==> config.mk <==
export PLATFORM = sky130hd
export DESIGN_NAME = evr_rx_align_sequencer
export DESIGN_NICKNAME = d
export VERILOG_FILES = /design/src/rtl/evr_pkg.sv /design/src/rtl/evr_bit_sync.sv /design/src/rtl/evr_rx_align_sequencer.sv
export SDC_FILE = /design/constraint.sdc
export NUM_CORES = 1
export LEC_CHECK = 0
export CELL_PAD_IN_SITES_DETAIL_PLACEMENT = 1
export CELL_PAD_IN_SITES_GLOBAL_PLACEMENT = 1
export CORE_MARGIN = 2
export CORE_UTILIZATION = 43
export CTS_CLUSTER_SIZE = 8
export DETAILED_ROUTE_END_ITERATION = 16
export PLACE_DENSITY = 0.85
export SLEW_MARGIN = 40
export SYNTH_ARGS = -nofsm -noshare
export SYNTH_HDL_FRONTEND = slang
export SYNTH_SLANG_ARGS = --single-unit
==> constraint.sdc <==
create_clock -name sysClk -period 5 [get_ports sysClk]
set_input_delay 1 -clock sysClk [delete_from_list [all_inputs] [get_ports sysClk]]
set_output_delay 1 -clock sysClk [all_outputs]
set_load 0.05 [all_outputs]
==> src/rtl/evr_pkg.sv <==
// evr_pkg: shared sequencer state encoding and status word field offsets.
package evr_pkg;
  typedef enum logic [2:0] {
    S_IDLE      = 3'd0,
    S_PULSE     = 3'd1,
    S_WAIT_DONE = 3'd2,
    S_WAIT_SYNC = 3'd3,
    S_LOCKED    = 3'd4,
    S_FAILED    = 3'd5
  } evr_state_t;
  localparam int ST_STATE_LSB    = 0;
  localparam int ST_LOCKED_BIT   = 3;
  localparam int ST_FAILED_BIT   = 4;
  localparam int ST_CPLL_BIT     = 5;
  localparam int ST_ATTEMPTS_LSB = 8;
  localparam int ST_RELOCK_LSB   = 16;
  function automatic int max3(input int a, input int b, input int c);
    return (a > b) ? ((a > c) ? a : c) : ((b > c) ? b : c);
  endfunction
endpackage

==> src/rtl/evr_bit_sync.sv <==
// evr_bit_sync: 2-flop synchronizer with asynchronous active-low reset.
module evr_bit_sync #(
  parameter int W = 1
) (
  input  logic         clk,
  input  logic         rst_n,
  input  logic [W-1:0] d,
  output logic [W-1:0] q
);
  (* ASYNC_REG = "TRUE" *) logic [W-1:0] meta;
  (* ASYNC_REG = "TRUE" *) logic [W-1:0] sync;
  always_ff @(posedge clk or negedge rst_n) begin
    if (!rst_n) begin
      meta <= '0;
      sync <= '0;
    end else begin
      meta <= d;
      sync <= meta;
    end
  end
  assign q = sync;
endmodule

==> src/rtl/evr_rx_align_sequencer.sv <==
// evr_rx_align_sequencer: pulses GTY reset_all until the receiver synchronises,
// retries up to MAX_ATTEMPTS times and relocks on loss of sync.
module evr_rx_align_sequencer
  import evr_pkg::*;
#(
  parameter int RESET_PULSE_CYCLES  = 64,
  parameter int DONE_TIMEOUT_CYCLES = 2**20,
  parameter int SYNC_TIMEOUT_CYCLES = 2**16,
  parameter int MAX_ATTEMPTS        = 200
) (
  input  logic        sysClk,
  input  logic        sysReset_n,
  input  logic        enable,
  input  logic        restart,
  input  logic        autoRelock,
  input  logic        rxSynchronized,
  input  logic        rxResetDone,
  input  logic        cplllocked,
  output logic        resetAll,
  output logic        locked,
  output logic        failed,
  output logic [7:0]  attempts,
  output logic [15:0] relockCount,
  output logic [31:0] status
);
  localparam int TW = $clog2(max3(RESET_PULSE_CYCLES, DONE_TIMEOUT_CYCLES, SYNC_TIMEOUT_CYCLES)) + 1;
  localparam logic [TW-1:0] PULSE_LOAD = TW'(RESET_PULSE_CYCLES - 1);
  localparam logic [TW-1:0] DONE_LOAD  = TW'(DONE_TIMEOUT_CYCLES - 1);
  localparam logic [TW-1:0] SYNC_LOAD  = TW'(SYNC_TIMEOUT_CYCLES - 1);
  evr_state_t      state, state_n;
  logic [TW-1:0]   timer, timer_n;
  logic [7:0]      att_n;
  logic [15:0]     rc_n;
  logic            rx_sync_s, done_s, cpllSync, sync_q, fall, retry;
  evr_bit_sync u_sync_rx   (.clk(sysClk), .rst_n(sysReset_n), .d(rxSynchronized), .q(rx_sync_s));
  evr_bit_sync u_sync_done (.clk(sysClk), .rst_n(sysReset_n), .d(rxResetDone),    .q(done_s));
  evr_bit_sync u_sync_cpll (.clk(sysClk), .rst_n(sysReset_n), .d(cplllocked),     .q(cpllSync));
  assign fall = sync_q & ~rx_sync_s;
  always_comb begin
    state_n = state;
    timer_n = timer;
    att_n   = attempts;
    retry   = 1'b0;
    rc_n    = (state == S_LOCKED && fall && ~&relockCount) ? relockCount + 16'd1 : relockCount;
    if (!enable) begin
      state_n = S_IDLE;
    end else if (restart) begin
      state_n = S_PULSE;
      timer_n = PULSE_LOAD;
      att_n   = 8'd1;
    end else begin
      case (state)
        S_IDLE: begin
          state_n = S_PULSE;
          timer_n = PULSE_LOAD;
          att_n   = 8'd1;
        end
        S_PULSE: begin
          state_n = (timer == '0) ? S_WAIT_DONE : S_PULSE;
          timer_n = (timer == '0) ? DONE_LOAD : timer - TW'(1);
        end
        S_WAIT_DONE: begin
          state_n = done_s ? S_WAIT_SYNC : S_WAIT_DONE;
          timer_n = done_s ? SYNC_LOAD : timer - TW'(1);
          retry   = !done_s && timer == '0;
        end
        S_WAIT_SYNC: begin
          state_n = rx_sync_s ? S_LOCKED : S_WAIT_SYNC;
          timer_n = timer - TW'(1);
          retry   = !rx_sync_s && timer == '0;
        end
        S_LOCKED: begin
          if (fall && autoRelock) begin
            state_n = S_PULSE;
            timer_n = PULSE_LOAD;
            att_n   = 8'd1;
          end
        end
        S_FAILED: state_n = S_FAILED;
        default:  state_n = S_IDLE;
      endcase
      // Timeouts either start another attempt or give up once the budget is spent
      if (retry) begin
        state_n = (attempts < 8'(MAX_ATTEMPTS)) ? S_PULSE : S_FAILED;
        timer_n = PULSE_LOAD;
        att_n   = (attempts < 8'(MAX_ATTEMPTS)) ? attempts + 8'd1 : attempts;
      end
    end
  end
  always_ff @(posedge sysClk or negedge sysReset_n) begin
    if (!sysReset_n) begin
      state       <= S_IDLE;
      timer       <= '0;
      attempts    <= '0;
      relockCount <= '0;
      sync_q      <= 1'b0;
      resetAll    <= 1'b0;
      locked      <= 1'b0;
      failed      <= 1'b0;
    end else begin
      state       <= state_n;
      timer       <= timer_n;
      attempts    <= att_n;
      relockCount <= rc_n;
      sync_q      <= rx_sync_s;
      resetAll    <= state_n == S_PULSE;
      locked      <= state_n == S_LOCKED;
      failed      <= state_n == S_FAILED;
    end
  end
  always_comb begin
    status = '0;
    status[ST_STATE_LSB +: 3]     = state;
    status[ST_LOCKED_BIT]         = locked;
    status[ST_FAILED_BIT]         = failed;
    status[ST_CPLL_BIT]           = cpllSync;
    status[ST_ATTEMPTS_LSB +: 8]  = attempts;
    status[ST_RELOCK_LSB +: 16]   = relockCount;
  end
endmodule

==> results of run 1 <==
[state kept, by name, indices dropped and copies added (netlist names)]
| signal | flops |
|---|---|
| u_sync_cpll.q | 1 |
| resetAll | 1 |
| attempts | 8 |
| u_sync_cpll.meta | 1 |
| failed | 1 |
| state | 3 |
| locked | 1 |
| u_sync_done.meta | 1 |
| u_sync_rx.q | 1 |
| sync_q | 1 |
| u_sync_rx.meta | 1 |
| relockCount | 16 |
| timer | 21 |
| u_sync_done.q | 1 |
[final cells by class]
type	instances	area (um2)	share of cell area (%)
inverter	20	75.1	1.82
clock inverter	6	57.6	1.39
timing repair buffer	68	666	16.1
clock buffer	10	128	3.09
multi-input combinational	240	1630	39.4
sequential	58	1450	35.1
tap	102	128	3.09
[worst register-to-register path, delay by kind of cell, from the launching register on]
kind,cells,cell delay (ns)
AO/OA/AOI/OAI,1,0.33
AND/OR/NAND/NOR,3,1.44
adder cells (fa/ha/maj),1,0.22
buffers and inverters,1,0.09
flip-flops,1,0.40
[how the worst min path moves through the flow]
stage,start,end,slack [ns],cells past startpoint
floorplan,u_sync_cpll.meta$_DFF_PN0_,u_sync_cpll.q$_DFF_PN0_,0.33,0
global placement,u_sync_rx.meta$_DFF_PN0_,u_sync_rx.q$_DFF_PN0_,0.33,0
detailed placement,u_sync_rx.meta$_DFF_PN0_,u_sync_rx.q$_DFF_PN0_,0.34,0
CTS,u_sync_done.meta$_DFF_PN0_,u_sync_done.q$_DFF_PN0_,0.35,0
global route,u_sync_rx.meta$_DFF_PN0_,u_sync_rx.q$_DFF_PN0_,0.36,0
finish,u_sync_done.meta$_DFF_PN0_,u_sync_done.q$_DFF_PN0_,0.35,0
[through the flow]
step,power [W],area [um2],std cells,hold WS (ns)
after global routing,0.00100,4130,504,0.360
after global placement,0.000551,3940,488,0.334
after CTS,0.000977,4130,504,0.349
after detailed placement,0.000554,3950,488,0.337
after floorplan,0.000526,3410,357,0.331
final,0.000968,4130,504,0.345
[cell usage after synthesis (all sizes together) (2+ instances only)]
cell	instances	share of area, %
xnor2	7	1.8
a31oi	18	3.3
nand4	7	1.7
o311ai	2	0.51
a22oi	3	0.66
buf	34	7.1
mux2	3	0.99
nand2	15	1.7
o32ai	2	0.51
xor2	8	2.1
nor2	27	3.0
nor3b	3	0.66
a21oi	8	1.5
o22a	2	0.51
o221a	3	0.99
o21ai	12	1.8
ha	4	1.5
inv	20	2.2
a32o	2	0.59
o31ai	3	0.81
dfrtp	58	43
and4	4	1.0
nor4	4	1.4
and3	9	1.7
nor3	13	2.1
o22ai	6	1.1
o2bb2ai	2	0.51
nand3	21	3.2
a22o	4	1.0
or3	4	0.73
or4	6	1.4
o2111ai	2	0.51
nand2b	8	1.5
clkbuf	5	0.55
o31a	3	0.77
[logic make-up after synthesis]
logic type | after synthesis | synth area share, %
adder cells (fa/ha/maj) | 4 | 1.47
AO/OA/AOI/OAI | 85 | 18.6
AND/OR/NAND/NOR | 130 | 22.2
XOR/XNOR | 15 | 3.86
multiplexers | 4 | 1.29
other | 1 | 0.110
flip-flops | 58 | 42.6
buffers and inverters | 59 | 9.88
[power breakdown]
group	total, W	switching, W	leakage (nW)	internal (W)
logic	0.0000668	0.0000467	0.852	0.0000201
clock network	0.000423	0.000196	0.0958	0.000226
registers	0.000479	0.00000436	0.755	0.000474
[metal layers]
layer / vias to the layer above / routed length (um) / track usage (%)
li1: 1371 / - / -
met1: 1547 / 4140 / 29.8
met2: 59 / 4590 / 36.9
met3: 15 / 287 / 4.43
met4: 0 / 148 / 8.70
met5: - / 0 / 0
==> metrics.md, run 1 <==
| Metric | Value |
|---|---|
| Core footprint | 7690 um2 |
| Rel. slew slack | 48.2% |
| Sequential-to-total area share from yosys stat | 42.6% |
| Layout Skew | 0.00661 ns |
| Post-Place Worst Slack | 1.75 ns |
| # fillers | 878 |
| Max Clk Rate | 346 MHz |
| Crit path max fanout | 19 |
| Reg clk slew, reported paths | 0.07 ns |
| Worst Path Buf+Inv | 2 |
| GRT overflow | 0 |
| Drt via density | 5.94 |
| Final Hold Fails | 0 |
| Max-Cap Viols | 0 |
| IO Count | 67 |
| Worst r2r dst | timer[20]$_DFFE_PN0P_ |
| Port buffer count | 64 |
| Initial Utilization | 44.3% |
| Drt wl/cell | 18.2 um |
| Iteration-0 DRC count of the detailed router | 160 |
| Crit Path Class | input pin to register |
| Initial antenna violation count | 0 |
| Detailed-placement wirelength estimate | 6.44 mm |
| Critical path, cell by cell | clkdlybuf4s50_1 > nand3b_1 > o311ai_0 > and2_1 > buf_4 > nand3_1 > o311ai_0 |
| Ys flop type | dfrtp_1 |
| Setup Viol. Count Final | 0 |
| Critical path startpoint | autoRelock |
| Startpoint types | input pin |
| Die Width | 93.0 um |
| Top Family by Delay on Critical Path | compound AO/OA/AOI/OAI gates |
| Hold Path Class | register to register |
| Synth warnings | 0 |
| Slew @ Worst Pin | 0.770 ns |
| Power Dens Cells | 234 nW/um2 |
| Clock root buffer master | clkbuf_8 |
| Setup ws final | 2.11 ns |
| Min Tclk post-route | 2.89 ns |
| Total track usage | 22.6% |
| CP Depth | 7 |
| Worst-case clock buffer depth | 2 |
| Max-slew violations | 0 |
| Ys async rst share | 100% |
| Layout Nets | 409 |
| Worst R2R Start | timer[0]$_DFFE_PN0P_ |
| Syn Area/Cell | 9.57 um2 |
| Critical path's slowest cell | clkdlybuf4s50_1 |
| Crit share post-route | 57.7% |
| Status | completed |
| Number of routed nets with antenna violations | 0 |
| Flop2flop setup slack | 2.39 ns |
| Max rail drop VDD | 104 uV |
| Synth cell types | 71 |
| Syn Inst Count | 356 |
| DRT Pass-1 Iters | 4 |
| CTS sink cnt | 58 |
| Number of buffers created by CTS | 9 |
| Depth of the CTS H-tree | 3 |
| CP most frequent cell | o311ai_0 |
| Post-route DRC | 0 |
| GP Congestion | 0.897 |
| Crit path required time | 5.22 ns |
| Post-CTS Setup Bufs | 0 |
| DR vias | 2992 |
| Layout cells sized above 1 | 9.70% |
| Fin util | 53.8% |
| Register bit count reported by yosys | 58 |
| Worst setup endpoint | timer[20]$_DFFE_PN0P_ |
| CTS tree | yes |
| First-pass GRT wire length | 15.5 mm |
| Num rows | 32 |
| Most frequent cells in the layout | clkdlybuf4s50_1 (63), dfrtp_1 (58), nor2_1 (27), inv_1 (20), nand3_1 (20) |
| Vias in the first global route | 3064 |
| CTS Hold Bufs | 0 |
| P_leak | 1.70 nW |
| Worst Reg2Reg Path Length in Cells | 6 |
| Routed wire length | 9.17 mm |
| Syn Std Cell Area | 3410 um2 |
| Arr. time, crit path | 3.11 ns |
| CP endpoint kind | register |
| Largest net degree at the start of global routing | 59 |
| Die area | 8650 um2 |
| Cts repair resizes | 0 |
| Critical path's largest stage delay | 0.46 ns |
| Post-synth EDFFs | 0 |
| Area Overhead vs Synth | 21.3% |
| Clk_lat worst skew | 0.35 ns |
| Antenna diode count | 0 |
| Setup TNS | 0 ns |
| Die Height | 93.0 um |
| RSZ-0062 raised after global routing | false |
| Most common library cell in the layout ignoring fill and taps | clkdlybuf4s50_1 |
Power figures use the tool's default switching activity.
==> run 2, diff against run 1 <==
--- a/config.mk
+++ b/config.mk
@@ -8,10 +8,10 @@
 export CELL_PAD_IN_SITES_DETAIL_PLACEMENT = 1
 export CELL_PAD_IN_SITES_GLOBAL_PLACEMENT = 1
 export CORE_MARGIN = 2
-export CORE_UTILIZATION = 43
+export CORE_UTILIZATION = 40
 export CTS_CLUSTER_SIZE = 8
 export DETAILED_ROUTE_END_ITERATION = 16
-export PLACE_DENSITY = 0.85
+export PLACE_DENSITY = 0.8
 export SLEW_MARGIN = 40
 export SYNTH_ARGS = -nofsm -noshare
 export SYNTH_HDL_FRONTEND = slang
==> constraint.sdc (replaced) <==
create_clock -name sysClk -period 2.94 [get_ports sysClk]
set_input_delay 0.588 -clock sysClk [delete_from_list [all_inputs] [get_ports sysClk]]
set_output_delay 0.588 -clock sysClk [all_outputs]
set_load 0.05 [all_outputs]
==> metrics.md, run 2 (same netlist as run 1, synthesis figures left out) <==
| Metric | Value |
|---|---|
| Status | completed (unchanged) |
| Detailed-placement wirelength estimate | 6.52 mm (was 6.44 mm) |
| Vias in the first global route | 2962 (was 3064) |
| Layout Skew | 0.0108 ns (was 0.00661 ns) |
| Iteration-0 DRC count of the detailed router | 193 (was 160) |
| Hold Path Class | input pin to async pin (was register to register) |
| RSZ-0062 raised after global routing | false (unchanged) |
| Most frequent cells in the layout | clkdlybuf4s50_1 (63), dfrtp_1 (58), nor2_1 (27), inv_1 (20), nand3_1 (20) (unchanged) |
| Worst Reg2Reg Path Length in Cells | 7 (was 6) |
| Initial antenna violation count | 0 (unchanged) |
| Cts repair resizes | 0 (unchanged) |
| Depth of the CTS H-tree | 3 (unchanged) |
| Max rail drop VDD | 191 uV (was 104 uV) |
| Arr. time, crit path | 2.69 ns (was 3.11 ns) |
| Total track usage | 21.1% (was 22.6%) |
| Die Width | 96.3 um (was 93.0 um) |
| Die Height | 96.3 um (was 93.0 um) |
| Final Hold Fails | 0 (unchanged) |
| Die area | 9270 um2 (was 8650 um2) |
| DR vias | 2993 (was 2992) |
| Port buffer count | 64 (unchanged) |
| CTS sink cnt | 58 (unchanged) |
| Core footprint | 8220 um2 (was 7690 um2) |
| Max reg flops | 21 (unchanged) |
| Layout cells sized above 1 | 11.2% (was 9.70%) |
| Max-Cap Viols | 0 (unchanged) |
| Drt wl/cell | 17.9 um (was 18.2 um) |
| Antenna diode count | 0 (unchanged) |
| Post-route DRC | 0 (unchanged) |
| CTS tree | yes (unchanged) |
| Top Registers | timer: 21 flops, relockCount: 16 flops, attempts: 8 flops (unchanged) |
| Max Clk Rate | 400 MHz |
| Number of routed nets with antenna violations | 0 (unchanged) |
| IO Count | 67 (unchanged) |
| Most common library cell in the layout ignoring fill and taps | clkdlybuf4s50_1 (unchanged) |
| Biggest register | timer (unchanged) |
| Crit path required time | 3.13 ns (was 5.22 ns) |
| Number of buffers created by CTS | 9 (unchanged) |
| GP Congestion | 0.848 (was 0.897) |
| Min Hold Slack | 0.229 ns (was 0.345 ns) |
| Crit share post-route | 85.0% |
| Max-slew violations | 0 (unchanged) |
| P_leak | 1.74 nW (was 1.70 nW) |
| Layout Nets | 416 (was 409) |
| Crit Path Class | register to register (was input pin to register) |
| CP endpoint kind | register (unchanged) |
| Crit path max fanout | 10 (was 19) |
| Fin util | 51.2% (was 53.8%) |
| Area Overhead vs Synth | 23.4% (was 21.3%) |
| First-pass GRT wire length | 14.9 mm (was 15.5 mm) |
| Min Tclk post-route | 2.50 ns |
| Largest net degree at the start of global routing | 42 (was 59) |
| Routed wire length | 9.18 mm (was 9.17 mm) |
| Total chip power | 0.00168 W (was 0.000968 W) |
| CTS Hold Bufs | 0 (unchanged) |
| Worst-case clock buffer depth | 2 (unchanged) |
| Startpoint types | register (was input pin) |
| Critical path, cell by cell | inv_1 > ha_1 > nor3b_1 > nand4_4 > o31a_1 > nand3_1 > o311ai_0 (was clkdlybuf4s50_1 > nand3b_1 > o311ai_0 > and2_1 > buf_4 > nand3_1 > o311ai_0) |
| DRT Pass-1 Iters | 4 (unchanged) |
| GRT overflow | 0 (unchanged) |
| Slew @ Worst Pin | 0.731 ns (was 0.770 ns) |
| Rel. slew slack | 51.0% (was 48.2%) |
| Setup Viol. Count Final | 0 (unchanged) |
| Clk_lat worst skew | 0.34 ns (was 0.35 ns) |
| Post-CTS Setup Bufs | 0 (unchanged) |
| Setup TNS | 0 ns (unchanged) |
| Critical path's largest stage delay | 0.53 ns (was 0.46 ns) |
| Drt via density | 5.82 (was 5.94) |
| Initial Utilization | 41.4% (was 44.3%) |
| Num rows | 33 (was 32) |
| Reg clk slew, reported paths | 0.07 ns (about the same) |
| Critical path's slowest cell | o31a_1 (was clkdlybuf4s50_1) |
| Power Dens Cells | 399 nW/um2 (was 234 nW/um2) |
| Clock root buffer master | clkbuf_8 (unchanged) |
run 2: cell count changes in the layout (fill, tap and decap cells not counted), sizes merged:
cell / previous run / this run
clkinvlp: 1 / 3
clkinv: 4 / 2
buf: 5 / 12
run 2: area by class of cell:
type                    count  area [um2]
fillers                   937        4010
inverters                  20        75.1
flip-flops and latches     58        1450
repair buffers             75         721
clock inverters             6        66.3
well taps                 105         131
multi-input cells         240        1620
clock buffers              10         138
run 2: layer usage:
layer,part of all wire (%),GRT usage (%),vias up
met5,0,0,-
met4,1.4,7.50,0
met3,4.9,6.34,16
met2,50,33.9,83
met1,44,27.1,1506
li1,-,-,1388
run 2: where the power goes:
part	internal (W)	switching, W
clock network	0.000413	0.000333
logic	0.0000368	0.0000803
registers	0.000806	0.00000789
total	0.00126	0.000421
run 2: final timing paths:
check                                             endpoint                      from  slack (ns)
max in group asynchronous       relockCount[4]$_DFFE_PN0P_                sysReset_n        2.05
worst min register to register       u_sync_rx.q$_DFF_PN0_  u_sync_rx.meta$_DFF_PN0_        0.34
worst max-delay path                 timer[20]$_DFFE_PN0P_      timer[0]$_DFFE_PN0P_        0.44
worst min-delay path                  timer[4]$_DFFE_PN0P_                sysReset_n        0.23
worst max register to register       timer[20]$_DFFE_PN0P_      timer[0]$_DFFE_PN0P_        0.44
min in group sysClk                  u_sync_rx.q$_DFF_PN0_  u_sync_rx.meta$_DFF_PN0_        0.34
run 2: stage by stage:
step | std cells | instance area, um2 | setup slack (ns)
3_3_place_gp | 498 | 4000 | 0.412
6_report | 514 | 4200 | 0.441
2_1_floorplan | 357 | 3410 | 0.607
4_1_cts | 514 | 4200 | 0.447
3_5_place_dp | 498 | 4000 | 0.262
5_1_grt | 514 | 4200 | 0.283
run 2: worst max-delay path: cells and delay by family, from the launching register on:
kind | cells | cell delay (ns)
AOI/OAI and AO/OA | 2 | 0.73
adders and majority gates | 1 | 0.13
buffers and inverters | 1 | 0.09
DFF | 1 | 0.40
and+or+nand+nor | 3 | 1.00
==> run 3, diff against run 2 <==
==> constraint.sdc (replaced) <==
create_clock -name sysClk -period 2.35 [get_ports sysClk]
set_input_delay 0.47 -clock sysClk [delete_from_list [all_inputs] [get_ports sysClk]]
set_output_delay 0.47 -clock sysClk [all_outputs]
set_load 0.05 [all_outputs]
==> metrics.md, run 3 (same netlist as run 1, synthesis figures left out) <==
| Metric | Value |
|---|---|
| Crit Path Class | register to register (unchanged) |
| Crit path max fanout | 8 (was 10) |
| CP Depth | 5 (was 7) |
| Register area | 1450 um2 (unchanged) |
| Clk_lat worst skew | 0.35 ns (was 0.34 ns) |
| Hold Path Class | input pin to async pin (unchanged) |
| Core footprint | 8220 um2 (unchanged) |
| Most common library cell in the layout ignoring fill and taps | clkdlybuf4s50_1 (unchanged) |
| Drt wl/cell | 18.3 um (was 17.9 um) |
| Sequential Power Share | 45.1% (was 48.5%) |
| Max-Cap Viols | 0 (unchanged) |
| DRT Pass-1 Iters | 4 (unchanged) |
| CTS tree | yes (unchanged) |
| Max rail drop VDD | 356 uV (was 191 uV) |
| Crit share post-route | 95.1% (was 85.0%) |
| Critical path startpoint | state[0]$_DFF_PN0_ (was timer[0]$_DFFE_PN0P_) |
| CP endpoint kind | register (unchanged) |
| Max-slew violations | 0 (unchanged) |
| Arr. time, crit path | 2.51 ns (was 2.69 ns) |
| Min Tclk post-route | 2.23 ns (was 2.50 ns) |
| Flop2flop setup slack | 0.12 ns (was 0.44 ns) |
| Reg clk slew, reported paths | 0.07 ns (about the same) |
| Fin util | 54.2% (was 51.2%) |
| Top Family by Delay on Critical Path | simple AND/OR/NAND/NOR gates (unchanged) |
| First-pass GRT wire length | 16.2 mm (was 14.9 mm) |
| Most frequent cells in the layout | clkdlybuf4s50_1 (63), dfrtp_1 (58), buf_4 (37), nor2_1 (27) (was clkdlybuf4s50_1 (63), dfrtp_1 (58), nor2_1 (27), inv_1 (20), nand3_1 (20)) |
| P_leak | 1.90 nW (was 1.74 nW) |
| Top Registers | timer: 21 flops, relockCount: 16 flops, attempts: 8 flops (unchanged) |
| Critical path's largest stage delay | 0.56 ns (was 0.53 ns) |
| Clock share of power | 47.5% (was 44.5%) |
| Die Height | 96.3 um (unchanged) |
| Slew @ Worst Pin | 0.655 ns (was 0.731 ns) |
| Worst-case clock buffer depth | 2 (unchanged) |
| Worst R2R Start | state[0]$_DFF_PN0_ (was timer[0]$_DFFE_PN0P_) |
| Worst r2r dst | attempts[1]$_DFFE_PN0P_ (was timer[20]$_DFFE_PN0P_) |
| Max reg flops | 21 (unchanged) |
| Depth of the CTS H-tree | 3 (unchanged) |
| Comb power frac | 7.5% (was 7.0%) |
| Layout cells sized above 1 | 17.0% (was 11.2%) |
| Critical path's slowest cell | or4_4 (was o31a_1) |
| GP Congestion | 0.876 (was 0.848) |
| Area Overhead vs Synth | 30.8% (was 23.4%) |
| Setup Viol. Count Final | 0 (unchanged) |
| Initial Utilization | 41.4% (unchanged) |
| Critical path, cell by cell | nor2b_1 > or3b_4 > or4_4 > a21oi_4 > mux2i_1 (was inv_1 > ha_1 > nor3b_1 > nand4_4 > o31a_1 > nand3_1 > o311ai_0) |
| Largest net degree at the start of global routing | 34 (was 42) |
| Max Clk Rate | 447 MHz (was 400 MHz) |
| DR vias | 3081 (was 2993) |
| Drt via density | 5.70 (was 5.82) |
| IO Count | 67 (unchanged) |
| Antenna diode count | 0 (unchanged) |
| Layout Nets | 443 (was 416) |
| Number of buffers created by CTS | 9 (unchanged) |
| Routed wire length | 9.91 mm (was 9.18 mm) |
| Number of routed nets with antenna violations | 0 (unchanged) |
| Port buffer count | 64 (unchanged) |
| RSZ-0062 raised after global routing | false (unchanged) |
| Num rows | 33 (unchanged) |
| CTS Hold Bufs | 0 (unchanged) |
| Iteration-0 DRC count of the detailed router | 106 (was 193) |
| Net switching power figure | 0.000534 W (was 0.000421 W) |
| Rel. slew slack | 56.4% (was 51.0%) |
| Layout Skew | 0.00899 ns (was 0.0108 ns) |
| Crit path required time | 2.62 ns (was 3.13 ns) |
| Worst Path Buf+Inv | 0 (was 1) |
| Post-route DRC | 0 (unchanged) |
| # fillers | 938 (was 937) |
| Vias in the first global route | 3261 (was 2962) |
| Multi-input gate area | 1640 um2 (was 1620 um2) |
| Status | completed (unchanged) |
| Startpoint types | register (unchanged) |
| Total track usage | 22.9% (was 21.1%) |
| GRT overflow | 0 (unchanged) |
| Biggest register | timer (unchanged) |
| Die area | 9270 um2 (unchanged) |
| Initial antenna violation count | 0 (unchanged) |
| Detailed-placement wirelength estimate | 7.08 mm (was 6.52 mm) |
| Power Internal | 0.00172 W (was 0.00126 W) |
| Final Hold Fails | 0 (unchanged) |
| Switching share of power | 23.6% (was 25.1%) |
| Power Dens Cells | 507 nW/um2 (was 399 nW/um2) |
| Worst Reg2Reg Path Length in Cells | 5 (was 7) |
| Min Hold Slack | 0.148 ns (was 0.229 ns) |
| Die Width | 96.3 um (unchanged) |
| Clock root buffer master | clkbuf_8 (unchanged) |
| Worst setup endpoint | attempts[1]$_DFFE_PN0P_ (was timer[20]$_DFFE_PN0P_) |
| CTS sink cnt | 58 (unchanged) |
==> run 3: through the flow <==
| step | setup WS, ns | instance area, um2 | power (W) | setup TNS (ns) | std cells |
|---|---|---|---|---|---|
| 2_1_floorplan | 0.0170 | 3410 | 0.00112 | 0 | 357 |
| 3_3_place_gp | -0.00100 | 4210 | 0.00120 | -0.00100 | 524 |
| 3_5_place_dp | -0.0648 | 4210 | 0.00120 | -0.120 | 524 |
| 4_1_cts | 0.0156 | 4440 | 0.00228 | 0 | 540 |
| 5_1_grt | 0.0259 | 4460 | 0.00234 | 0 | 541 |
| 6_report | 0.115 | 4460 | 0.00226 | 0 | 541 |
==> run 3: worst min-delay path by stage <==
stage	from	slack, ns	cells after the start	end
floorplan	sysReset_n	0.17	0	attempts[0]$_DFFE_PN0P_
global placement	u_sync_rx.meta$_DFF_PN0_	0.33	0	u_sync_rx.q$_DFF_PN0_
detailed placement	u_sync_done.meta$_DFF_PN0_	0.34	0	u_sync_done.q$_DFF_PN0_
CTS	sysReset_n	0.17	1	timer[7]$_DFFE_PN0P_
global route	sysReset_n	0.18	1	timer[7]$_DFFE_PN0P_
finish	sysReset_n	0.15	1	timer[7]$_DFFE_PN0P_
==> run 3: worst register-to-register path: cells and delay by family (launching register included) <==
family           cells  cell delay [ns]
multiplexers         1             0.22
flip-flops           1             0.52
AO/OA/AOI/OAI        1             0.27
AND/OR/NAND/NOR      3             1.16
==> run 3: power groups by stage <==
stage / Clock (W) / Combinational [W] / Sequential, W
3_5_place_dp: 0 / 0.000164 / 0.00104
4_1_cts: 0.00109 / 0.000167 / 0.00102
2_1_floorplan: 0 / 0.0000779 / 0.00104
6_report: 0.00107 / 0.000169 / 0.00102
5_1_grt: 0.00114 / 0.000184 / 0.00102
3_3_place_gp: 0 / 0.000160 / 0.00104
==> run 3: cell type report <==
cell class	count	area share (%)
Timing Repair Buffer	102	20.9
Inverter	20	1.68
Tap cell	105	2.95
Multi-Input combinational cell	240	36.7
Clock buffer	12	3.48
Sequential cell	58	32.6
Clock inverter	4	1.66
==> run 3: metal layers <==
metal	global-route usage [%]	vias to the layer above	routed length (um)
li1	-	1443	-
met4	8.69	0	114
met5	0	-	0
met3	5.56	10	393
met2	38.3	62	5040
met1	28.5	1566	4360
==> run 3: what timing repair did <==
item | 4_1_cts | 5_1_grt
setup buffers | 0 | 1
setup endpoints to repair | 3 | 9
pin swaps | 0 | 2
resized for setup | 1 | 3
